--- config.mk ---
export PLATFORM = sky130hd
export DESIGN_NAME = game_tick_ctrl
export DESIGN_NICKNAME = d
export VERILOG_FILES = /design/src/rtl/game_tick_ctrl.sv
export SDC_FILE = /design/constraint.sdc
export NUM_CORES = 1
export LEC_CHECK = 0
export BUFFER_PORTS_ARGS = -buffer_cell sky130_fd_sc_hd__buf_2
export CORE_AREA = 5 5 118 120
export DETAILED_ROUTE_END_ITERATION = 10
export DIE_AREA = 0 0 123 125
export SLEW_MARGIN = 20
export SYNTH_ARGS = -nofsm -noshare
export SYNTH_HDL_FRONTEND = slang
export SYNTH_SLANG_ARGS = --single-unit
--- constraint.sdc ---
create_clock -name clk -period 7.17 [get_ports clk]
set_clock_uncertainty 0.15 [all_clocks]
set_input_delay 1.0755 -clock clk [delete_from_list [all_inputs] [get_ports clk]]
set_output_delay 1.0755 -clock clk [all_outputs]
set_load 0.05 [all_outputs]
--- src/rtl/game_tick_ctrl.sv ---
// Game tick controller: divides the system clock into game ticks whose period
// is BASE_DIV * 2^cur_rate cycles, with run/pause/stop control, a one-deep
// manual rate request slot and an optional automatic speed-up every
// LEVEL_TICKS ticks.
//
// Rate request handshake: a request is taken on any cycle where
// rate_req_valid && rate_req_ready; rate_req_ready is low exactly while a taken
// request is pending, and rises the cycle after that request has been applied.
module game_tick_ctrl #(
    parameter int unsigned BASE_DIV    = 12500,
    parameter int unsigned LEVEL_TICKS = 64
) (
    input  logic        clk,
    input  logic        rst,
    input  logic        start,
    input  logic        stop,
    input  logic        pause,
    input  logic        auto_en,
    input  logic        rate_req_valid,
    input  logic [1:0]  rate_req,
    output logic        rate_req_ready,
    output logic        tick,
    output logic        clk_game,
    output logic [1:0]  cur_rate,
    output logic        running,
    output logic [15:0] tick_count,
    output logic [1:0]  fsm_state
);

    typedef enum logic [1:0] {
        IDLE   = 2'd0,
        RUN    = 2'd1,
        PAUSED = 2'd2
    } state_t;

    state_t      state;
    state_t      state_next;

    logic [31:0] cnt;
    logic [31:0] level_cnt;
    logic        pend_valid;
    logic [1:0]  pend_rate;
    logic        tick_q;

    logic [31:0] period_last;
    logic        advance;
    logic        wrap;
    logic        accept;
    logic        apply_manual;
    logic        level_hit;

    // State register.
    always_ff @(posedge clk) begin
        if (rst) begin
            state <= IDLE;
        end else begin
            state <= state_next;
        end
    end

    // Next state plus the per-cycle control decisions of the datapath.
    // The counter only advances when RUN is kept for the next cycle, so a
    // wrap coinciding with stop or pause neither issues a tick nor loses one.
    always_comb begin
        state_next   = state;
        period_last  = (32'(BASE_DIV) << cur_rate) - 32'd1;
        advance      = 1'b0;
        wrap         = 1'b0;
        accept       = 1'b0;
        apply_manual = 1'b0;
        level_hit    = 1'b0;

        if (stop) begin
            state_next = IDLE;
        end else begin
            case (state)
                IDLE:    if (start)  state_next = RUN;
                RUN:     if (pause)  state_next = PAUSED;
                PAUSED:  if (!pause) state_next = RUN;
                default: state_next = IDLE;
            endcase
        end

        advance      = (state == RUN) && (state_next == RUN);
        wrap         = advance && (cnt == period_last);
        accept       = rate_req_valid && !pend_valid;
        // In RUN a new rate waits for a period boundary; elsewhere it lands at once.
        apply_manual = pend_valid && ((state == RUN) ? wrap : 1'b1);
        level_hit    = (level_cnt == 32'(LEVEL_TICKS - 1));
    end

    // Cycle counter, tick generation, rate selection and request slot.
    always_ff @(posedge clk) begin
        if (rst) begin
            cnt        <= 32'd0;
            level_cnt  <= 32'd0;
            pend_valid <= 1'b0;
            pend_rate  <= 2'd0;
            cur_rate   <= 2'b10;
            clk_game   <= 1'b0;
            tick_q     <= 1'b0;
            tick_count <= 16'd0;
        end else begin
            tick_q <= wrap;

            if (accept) begin
                pend_valid <= 1'b1;
                pend_rate  <= rate_req;
            end

            if (state_next == IDLE) begin
                cnt        <= 32'd0;
                tick_count <= 16'd0;
                level_cnt  <= 32'd0;
            end else if (advance) begin
                if (wrap) begin
                    cnt        <= 32'd0;
                    clk_game   <= ~clk_game;
                    tick_count <= tick_count + 16'd1;
                end else begin
                    cnt <= cnt + 32'd1;
                end
            end

            // Manual apply wins over an auto step on the same boundary.
            if (apply_manual) begin
                cur_rate   <= pend_rate;
                pend_valid <= 1'b0;
                level_cnt  <= 32'd0;
            end else if (wrap && auto_en) begin
                if (level_hit) begin
                    level_cnt <= 32'd0;
                    if (cur_rate != 2'd0) begin
                        cur_rate <= cur_rate - 2'd1;
                    end
                end else begin
                    level_cnt <= level_cnt + 32'd1;
                end
            end
        end
    end

    // Output decode.
    always_comb begin
        tick           = tick_q && (state == RUN);
        running        = (state == RUN);
        rate_req_ready = !pend_valid;
        fsm_state      = state;
    end

endmodule

==> results_dict.tcl, run 1 <==
set metrics [dict create \
    status "completed" \
    layout-drive-gt1-share 0.109 \
    grt_usage 0.165 \
    die_x_microns 123 \
    drc 0 \
    dr.pass1.iters 4 \
    diodes 0 \
    syn-cell-area_sq_um 4950 \
    setup_violations 0 \
    grt_pass1_vias 4282 \
    arrival_ns 3.92 \
    cts-hold-fix-buffers 0 \
    synthArstFlopShare 0 \
    ys.warnings.count 0 \
    seq_area_frac_synth 0.360 \
    cts_tree "done" \
    cts_root_buffer "clkbuf_16" \
    clk_pin_slew_ns 0.06 \
    finalHoldViolCount 0 \
    ir_drop_uv 142 \
    ctsLongestPathBuffers 2 \
    final_common_cell "dfxtp_1" \
    dieArea_sq_um 15400 \
    synth_flop_cell "dfxtp_1" \
    setup_tns_ns 0 \
    core_area_sq_um 12900 \
    rsz0062_at_grt "no" \
    holdCritPathClass "register to register" \
    tightestPinTransition_ns 1.05 \
    grt-ovfl-total 0 \
    ant_nets 0 \
    synth_fp_nets 626 \
    ctsResizeCount 0 \
    holdWs_ns 0.336 \
    final_cell_mix "dfxtp_1 (89), nor2_1 (73), nand2_1 (62)" \
    syn_avg_cell_area_sq_um 8.14 \
    grt_max_degree 31 \
    avgViaCountPerCell 5.55 \
    synth-seq-cells 89 \
    antenna_found_initial 0 \
    powerDensity_nw_per_um2 196 \
    start_kind "register" \
    maxCapViolCount 0 \
    synth_area_leaders "dfxtp_1 (36%), nor2_1 (5.5%), nand2_1 (4.7%), xor2_1 (3.7%), xnor2_1 (3.5%)" \
    crit_path_end_kind "register" \
    cts_sinks 89 \
    dieHeight_microns 125 \
    finalCriticalPeriod_ns 3.78 \
    netlist_instances 608 \
    start_util 0.385 \
    required_ns 7.31 \
    ctsHtreeMaxLevel 3 \
    synth_top_area_cell "dfxtp_1" \
    row_count 42 \
    routed-via-count 4531 \
    drtIter0Drc 307 \
    post_cts_buffers 0 \
    fill_cells 1312 \
    drt-wirelength-per-cell_microns 15.4 \
    dp_hpwl_mm 9.09 \
    ys_types 61 \
    power.leakage_nw 1.89 \
    fin_crit_sh 0.527 \
    ios 33 \
    multi_input_area_sq_um 3050 \
    cts_buffers 9 \
    total_power_w 0.00110 \
    slew_headroom 0.299 \
    numPortBuffers 32 \
    area_delta_synth_final_pct 13.4 \
    yosys.area.top_type_share 0.360 \
    place.gp.congestion 0.856 \
    drt_wl_total_mm 12.5 \
    final-seq-area_sq_um 1780 \
    nets 653 \
    synth_edf_count 0 \
    grt_first_pass_wirelength_mm 20.8 \
    path_class "register to register" \
    slew_violations 0 \
    max_freq_mhz 265 \
    worstPathMaxFanout 11 \
    clock_latency_ns 0.35 \
]
## critical path, stage by stage, from the launching register on
cell and delay (ns):
dfxtp_1 0.47, inv_1 0.19, ha_1 0.29, o31ai_1 0.59, a21boi_1 0.31, a31oi_1 0.87, nor4b_4 0.65, a32o_1 0.21
## power by group
part / switching (W) / internal, W / total, W / leakage [nW]
combinational: 0.0000394 / 0.0000152 / 0.0000546 / 1.01
clock: 0.000197 / 0.000350 / 0.000547 / 0.166
sequential: 0.00000355 / 0.000497 / 0.000500 / 0.717
total: 0.000240 / 0.000861 / 0.00110 / 1.89
## cell type report
cell class,instances,area share
repair buffers,32,0.0285
flip-flops and latches,89,0.317
clock inverters,5,0.0183
clock buffers,11,0.0432
inverters,15,0.0100
well taps,176,0.0392
multi-input cells,488,0.543
## through the flow
| step | std cells | cell area (sq um) | utilization | setup WS [ns] |
|---|---|---|---|---|
| 6_report | 816 | 5620 | 0.436 | 3.39 |
| 5_1_grt | 816 | 5620 | 0.436 | 3.11 |
| 4_1_cts | 816 | 5620 | 0.436 | 3.40 |
| 3_5_place_dp | 800 | 5270 | 0.409 | 3.33 |
| 3_3_place_gp | 800 | 5260 | 0.409 | 3.37 |
| 2_1_floorplan | 608 | 4950 | - | 3.93 |
## kinds of logic (layout without fill, tap and decap cells)
| group | Yosys count | in the layout | share of synthesized area |
|---|---|---|---|
| flip-flops | 89 | 89 | 0.360 |
| AO/OA/AOI/OAI | 109 | 109 | 0.141 |
| XOR/XNOR | 41 | 41 | 0.0725 |
| adder cells (fa/ha/maj) | 9 | 9 | 0.0227 |
| buffers and inverters | 31 | 63 | 0.0268 |
| AND/OR/NAND/NOR | 325 | 325 | 0.369 |
| multiplexers | 4 | 4 | 0.00809 |
## metal layers
layer	GRT usage	up-vias	routed length [microns]
met5	0	-	0
met2	0.279	81	6130
met4	0.0489	0	147
met3	0.0402	10	486
met1	0.208	2164	5770
li1	-	2276	-
## state kept, by name, indices dropped and copies added (netlist names)
name        flops
clk_game        1
fsm_state       2
pend_valid      1
cnt            32
tick_count     16
tick_q          1
pend_rate       2
cur_rate        2
level_cnt      32
## final timing paths
check	startpoint	end	slack (ns)	cells past startpoint
setup / recovery	cur_rate[1]	level_cnt[3]	3.39	7
hold / removal	cnt[0]	cnt[0]	0.34	2
setup reg to reg	cur_rate[1]	level_cnt[3]	3.39	7
hold reg to reg	cnt[0]	cnt[0]	0.34	2
## synthesized netlist by cell type, drive strengths merged, types with 2 or more instances
| master | instances |
|---|---|
| nand2b | 5 |
| nor3 | 15 |
| nor3b | 6 |
| nor4 | 21 |
| buf | 4 |
| o211ai | 4 |
| xnor2 | 20 |
| dfxtp | 89 |
| a21oi | 33 |
| a32o | 7 |
| a2111oi | 2 |
| and2 | 11 |
| mux2i | 4 |
| or3 | 19 |
| or2 | 2 |
| nand2 | 63 |
| nand4 | 26 |
| nor2 | 74 |
| and4 | 11 |
| o21a | 3 |
| nor2b | 8 |
| a211oi | 3 |
| o21ai | 33 |
| a31oi | 9 |
| ha | 9 |
| and3 | 18 |
| o31ai | 3 |
| or4 | 4 |
| o2bb2ai | 3 |
| xor2 | 21 |
| inv | 15 |
| clkbuf | 12 |
| nand3 | 34 |
| nor4b | 5 |
| o22ai | 2 |
Note: power is estimated with default switching activity, not from simulation.
==> run 2: changes to the inputs <==
- ABC_AREA: default -> 1
- CORE_AREA: 5 5 118 120 -> 5 5 129 131
- DIE_AREA: 0 0 123 125 -> 0 0 134 136
- clock period: 7.17 -> 3.61 ns (I/O delays scaled with it)
==> run 2 against run 1 <==
Against the previous run:
- combinational power grew to 2.8 times the previous value
- sequential power is 99% higher
- cell count is 45% higher
- maximum frequency is 31% higher
- critical path type unchanged
- via count is 34% higher
- critical path depth is 5 higher
- largest power group is now registers
- synthesized cell count is 58% higher
- die area is 19% higher
==> results_dict.tcl, run 2 <==
set metrics [dict create \
    netlist_instances 963 \
    ant_nets 0 \
    muxShareOfSynthArea 0 \
    ys_types 42 \
    synth_fp_nets 981 \
    setup_violations 0 \
    fin_crit_sh 0.802 \
    tightestPinTransition_ns 0.713 \
    row_count 46 \
    antenna_found_initial 0 \
    synth-seq-cells 89 \
    dieHeight_microns 136 \
    synth_flop_cell "dfxtp_1" \
    die_x_microns 134 \
    rsz0062_at_grt "no" \
    cts-hold-fix-buffers 0 \
    cts_tree "done" \
    wl_met3_microns 538 \
    area_delta_synth_final_pct 9.73 \
    final_common_cell "nand2_1" \
    grt-ovfl-total 0 \
    start_kind "register" \
    drtIter0Drc 363 \
    multi_input_area_sq_um 3620 \
    numPortBuffers 32 \
    dr.pass1.iters 5 \
    clk_pin_slew_ns 0.07 \
    synth.most_common_cell "nand2_1" \
    dp_hpwl_mm 12.7 \
    drt-wirelength-per-cell_microns 14.2 \
    ios 33 \
    ir_drop_uv 195 \
    met2_wirelength_mm 7.76 \
    place.gp.congestion 0.902 \
    routed-via-count 6065 \
    grt_usage 0.189 \
    slew_headroom 0.523 \
    synth_top_area_cell "dfxtp_1" \
    finalCriticalPeriod_ns 2.90 \
    top_regs "cnt: 32 flops, level_cnt: 32 flops, tick_count: 16 flops" \
    worstPathMaxFanout 32 \
    holdCritPathClass "primary input to register" \
    core_area_sq_um 15500 \
    synth_adder_area_share 0.0188 \
    cts_root_buffer "clkbuf_16" \
    arrival_ns 2.99 \
    status "completed" \
    cts_buffers 9 \
    crit_path_end_kind "register" \
    top_layer_used "met4" \
    drc 0 \
    ctsResizeCount 0 \
    ys.warnings.count 0 \
    drt_wl_total_mm 16.8 \
    grt_pass1_vias 5686 \
    synth_edf_count 0 \
    avgViaCountPerCell 5.13 \
    yosys.area_share.simple 0.445 \
    post_cts_buffers 0 \
    fill_cells 1700 \
    dieArea_sq_um 18200 \
    synthArstFlopShare 0 \
    clock_latency_ns 0.36 \
    final_cell_mix "nand2_1 (237), nor2_1 (132), inv_1 (109)" \
    grt_max_degree 33 \
    synth_area_leaders "dfxtp_1 (30%), nand2_1 (15%), nand3_1 (8.8%), nor2_1 (8.3%), inv_1 (6.8%)" \
    required_ns 3.70 \
    powerDensity_nw_per_um2 325 \
    slew_violations 0 \
    diodes 0 \
    nets 1003 \
    synth_xor_area_frac 0.0541 \
    finalHoldViolCount 0 \
    seq_area_frac_synth 0.297 \
    start_util 0.387 \
    path_class "register to register" \
    yosys.area.top_type_share 0.297 \
    holdWs_ns 0.265 \
    ctsLongestPathBuffers 2 \
    synth_compound_area_frac 0.0862 \
    syn-cell-area_sq_um 5990 \
    power.leakage_nw 2.58 \
    syn_avg_cell_area_sq_um 6.22 \
    maxCapViolCount 0 \
    grt_first_pass_wirelength_mm 27.9 \
    synth_top_family_by_area "simple AND/OR/NAND/NOR gates" \
    yosys-top-cells-count "nand2_1 (237), nor2_1 (132), inv_1 (109), nand3_1 (105), dfxtp_1 (89)" \
    setup_tns_ns 0 \
    cts_sinks 89 \
    ctsHtreeMaxLevel 3 \
    final-seq-area_sq_um 1780 \
    m1WireLength_mm 8.05 \
    max_freq_mhz 345 \
    layout-drive-gt1-share 0.0818 \
]
==> run 2: cell types whose count changed in the layout (fill, tap and decap cells not counted), sizes merged, moves of 17 or more <==
cell,previous run,this run
inv,15,117
nor4,21,2
nor2,74,141
or3,19,1
and3,18,1
nand2,63,242
nand3,34,107
a21oi,33,71
nor3,15,48
==> run 2: layout make-up <==
type	count	share of cell area
well taps	192	0.0365
repair buffers	37	0.0301
multi-input cells	732	0.550
flip-flops and latches	89	0.271
inverters	116	0.0662
clock buffers	9	0.0343
clock inverters	7	0.0116
==> run 2: critical path, stage by stage (launching register included) <==
cell and delay (ns):
dfxtp_1 0.58, inv_2 0.14, ha_1 0.40, inv_1 0.10, nand2_1 0.07, nand2_1 0.08
nand2_1 0.05, nor2_1 0.12, nand3_2 0.11, nor2_4 0.23, nand2_2 0.42, a21oi_1 0.26
nor2_1 0.06
==> run 2: through the flow <==
step | util | power, W | area, sq um | worst slack [ns] | cells
after floorplan | - | 0.00113 | 5990 | 0.832 | 963
after detailed placement | 0.405 | 0.00118 | 6270 | 0.700 | 1166
final | 0.425 | 0.00214 | 6580 | 0.714 | 1182
after global placement | 0.405 | 0.00117 | 6270 | 0.787 | 1166
after global routing | 0.425 | 0.00222 | 6580 | 0.436 | 1182
after CTS | 0.425 | 0.00216 | 6580 | 0.697 | 1182
==> run 2: power by group <==
part           leakage [nW]  switching (W)  internal [W]
combinational          1.72       0.000114     0.0000420
clock                 0.148       0.000441      0.000545
sequential            0.718     0.00000941      0.000987
==> run 2: layer usage <==
metal | vias up | global-route usage
met5 | - | 0
met2 | 118 | 0.319
met3 | 37 | 0.0292
li1 | 3169 | -
met4 | 0 | 0.0840
met1 | 2741 | 0.240
==> run 2: path summary, 6_finish.rpt <==
check	from	to	slack [ns]	cells after the start
min	rst	clk_game	0.26	2
max	cur_rate[1]	level_cnt[0]	0.71	12
min reg2reg	pend_rate[0]	pend_rate[0]	0.32	2
max reg2reg	cur_rate[1]	level_cnt[0]	0.71	12
==> run 2: kinds of logic (layout without fill, tap and decap cells) <==
group,after synthesis,after routing
adders and majority gates,9,9
and+or+nand+nor,587,587
AOI/OAI and AO/OA,99,99
DFF,89,89
xor gates and xnor gates,37,37
buffers and inverters,142,169
==> run 3: changes to the inputs <==
- ABC_AREA: 1 -> 0
- CORE_AREA: 5 5 129 131 -> 5 5 118 120
- DIE_AREA: 0 0 134 136 -> 0 0 123 125
- clock period: 3.61 -> 3 ns (I/O delays scaled with it)
==> run 3 against run 2 <==
Against the previous run:
- die area shrank 16%
- total power grew 14%
- design area shrank 13%
- critical path type unchanged
- largest cell class unchanged
==> results_dict.tcl, run 3 (synthesis gave the netlist of run 1 again) <==
set metrics [dict create \
    status "completed" \
    crit_path_end_kind "register" \
    nets 677 \
    grt_usage 0.169 \
    ios 33 \
    start_util 0.385 \
    core_area_sq_um 12900 \
    worstPathMaxFanout 8 \
    avgViaCountPerCell 5.47 \
    antenna_found_initial 0 \
    dieHeight_microns 125 \
    slew_headroom 0.526 \
    finalHoldViolCount 0 \
    fin_crit_sh 0.962 \
    ant_nets 0 \
    layout-drive-gt1-share 0.149 \
    final_cell_mix "dfxtp_1 (87), nor2_1 (73), nand2_1 (62)" \
    start_kind "register" \
    slew_violations 0 \
    area_delta_synth_final_pct 16.2 \
    final_common_cell "dfxtp_1" \
    setup_tns_ns 0 \
    arrival_ns 3.02 \
    place.gp.congestion 0.862 \
    row_count 42 \
    dp_hpwl_mm 9.18 \
    ir_drop_uv 243 \
    drt_wl_total_mm 12.7 \
    holdWs_ns 0.183 \
    grt_max_degree 31 \
    required_ns 3.14 \
    drc 0 \
    drtIter0Drc 299 \
    tightestPinTransition_ns 0.704 \
    clock_latency_ns 0.35 \
    routed-via-count 4594 \
    numPortBuffers 32 \
    fin_area_sq_um 5750 \
    grt_pass1_vias 4254 \
    cts_buffers 9 \
    holdCritPathClass "primary input to register" \
    cts_tree "done" \
    cts_root_buffer "clkbuf_16" \
    die_x_microns 123 \
    ctsHtreeMaxLevel 3 \
    setup_violations 0 \
    top_regs "cnt: 32 flops, level_cnt: 32 flops, tick_count: 16 flops" \
    dieArea_sq_um 15400 \
    clk_pin_slew_ns 0.07 \
    grt_first_pass_wirelength_mm 21.1 \
    dr.pass1.iters 4 \
    max_freq_mhz 346 \
    place_area_sq_um 5410 \
    finalCriticalPeriod_ns 2.89 \
    cts_sinks 89 \
    path_class "register to register" \
    ctsLongestPathBuffers 2 \
    maxCapViolCount 0 \
    power.leakage_nw 1.99 \
    drt-wirelength-per-cell_microns 15.1 \
    diodes 0 \
    grt-ovfl-total 0 \
    powerDensity_nw_per_um2 422 \
]
## run 3: cell count changes in the layout (fill, tap and decap cells not counted), sizes merged, moves of 33 or more
cell | previous run | this run
nand2 | 242 | 63
nor2 | 141 | 74
inv | 117 | 18
nand3 | 107 | 34
nor3 | 48 | 15
a21oi | 71 | 33
## run 3: final timing paths
check	start	cells after the start	to	slack, ns
max	cur_rate[1]	8	cnt[1]	0.11
min	stop	2	fsm_state[1]	0.18
max reg2reg	cur_rate[1]	8	cnt[1]	0.11
min reg2reg	cnt[1]	2	cnt[1]	0.34
## run 3: power by group
part | internal (W) | switching, W
sequential | 0.00119 | 0.00000739
clock | 0.000575 | 0.000510
combinational | 0.0000466 | 0.000102
## run 3: layout make-up
cell class | count | area [sq um]
clock buffer | 10 | 229
sequential | 89 | 1780
clock inverter | 6 | 51.3
fill | 1293 | 7120
multi-input combinational | 488 | 3070
inverter | 15 | 56.3
tap | 176 | 220
timing repair buffer | 56 | 344
## run 3: worst max-delay path, stage by stage, from the launching register on
cell and delay [ns]:
dfxtp_2 0.41, inv_2 0.10, ha_1 0.21, buf_4 0.16, o31a_1 0.30, o21ai_1 0.54, nor2_8 0.13, or4b_2 0.65
a21oi_1 0.17
## run 3: repair_timing
| item | CTS | global route |
|---|---|---|
| hold buffers | 0 | 0 |
| gates resized for setup | 0 | 6 |
| endpoints found under the hold margin | 0 | 0 |
| endpoints found under the setup margin | 0 | 69 |
| setup buffers | 0 | 4 |
## run 3: per-stage QoR
step           std cells  power, W  worst slack, ns  utilization
6_report             840   0.00243            0.113        0.447
5_1_grt              840   0.00252          -0.0359        0.447
4_1_cts              836   0.00245           0.0978        0.442
3_5_place_dp         820   0.00137            0.128        0.421
3_3_place_gp         820   0.00136            0.194        0.421
2_1_floorplan        608   0.00132           0.0372            -
## run 3: per-layer routing
layer  GRT usage  wire [microns]  vias up
li1            -               -     2325
met1       0.234            6140     2171
met2       0.258            5790       75
met3      0.0325             481       23
met4      0.0671             292        0
met5           0               0        -
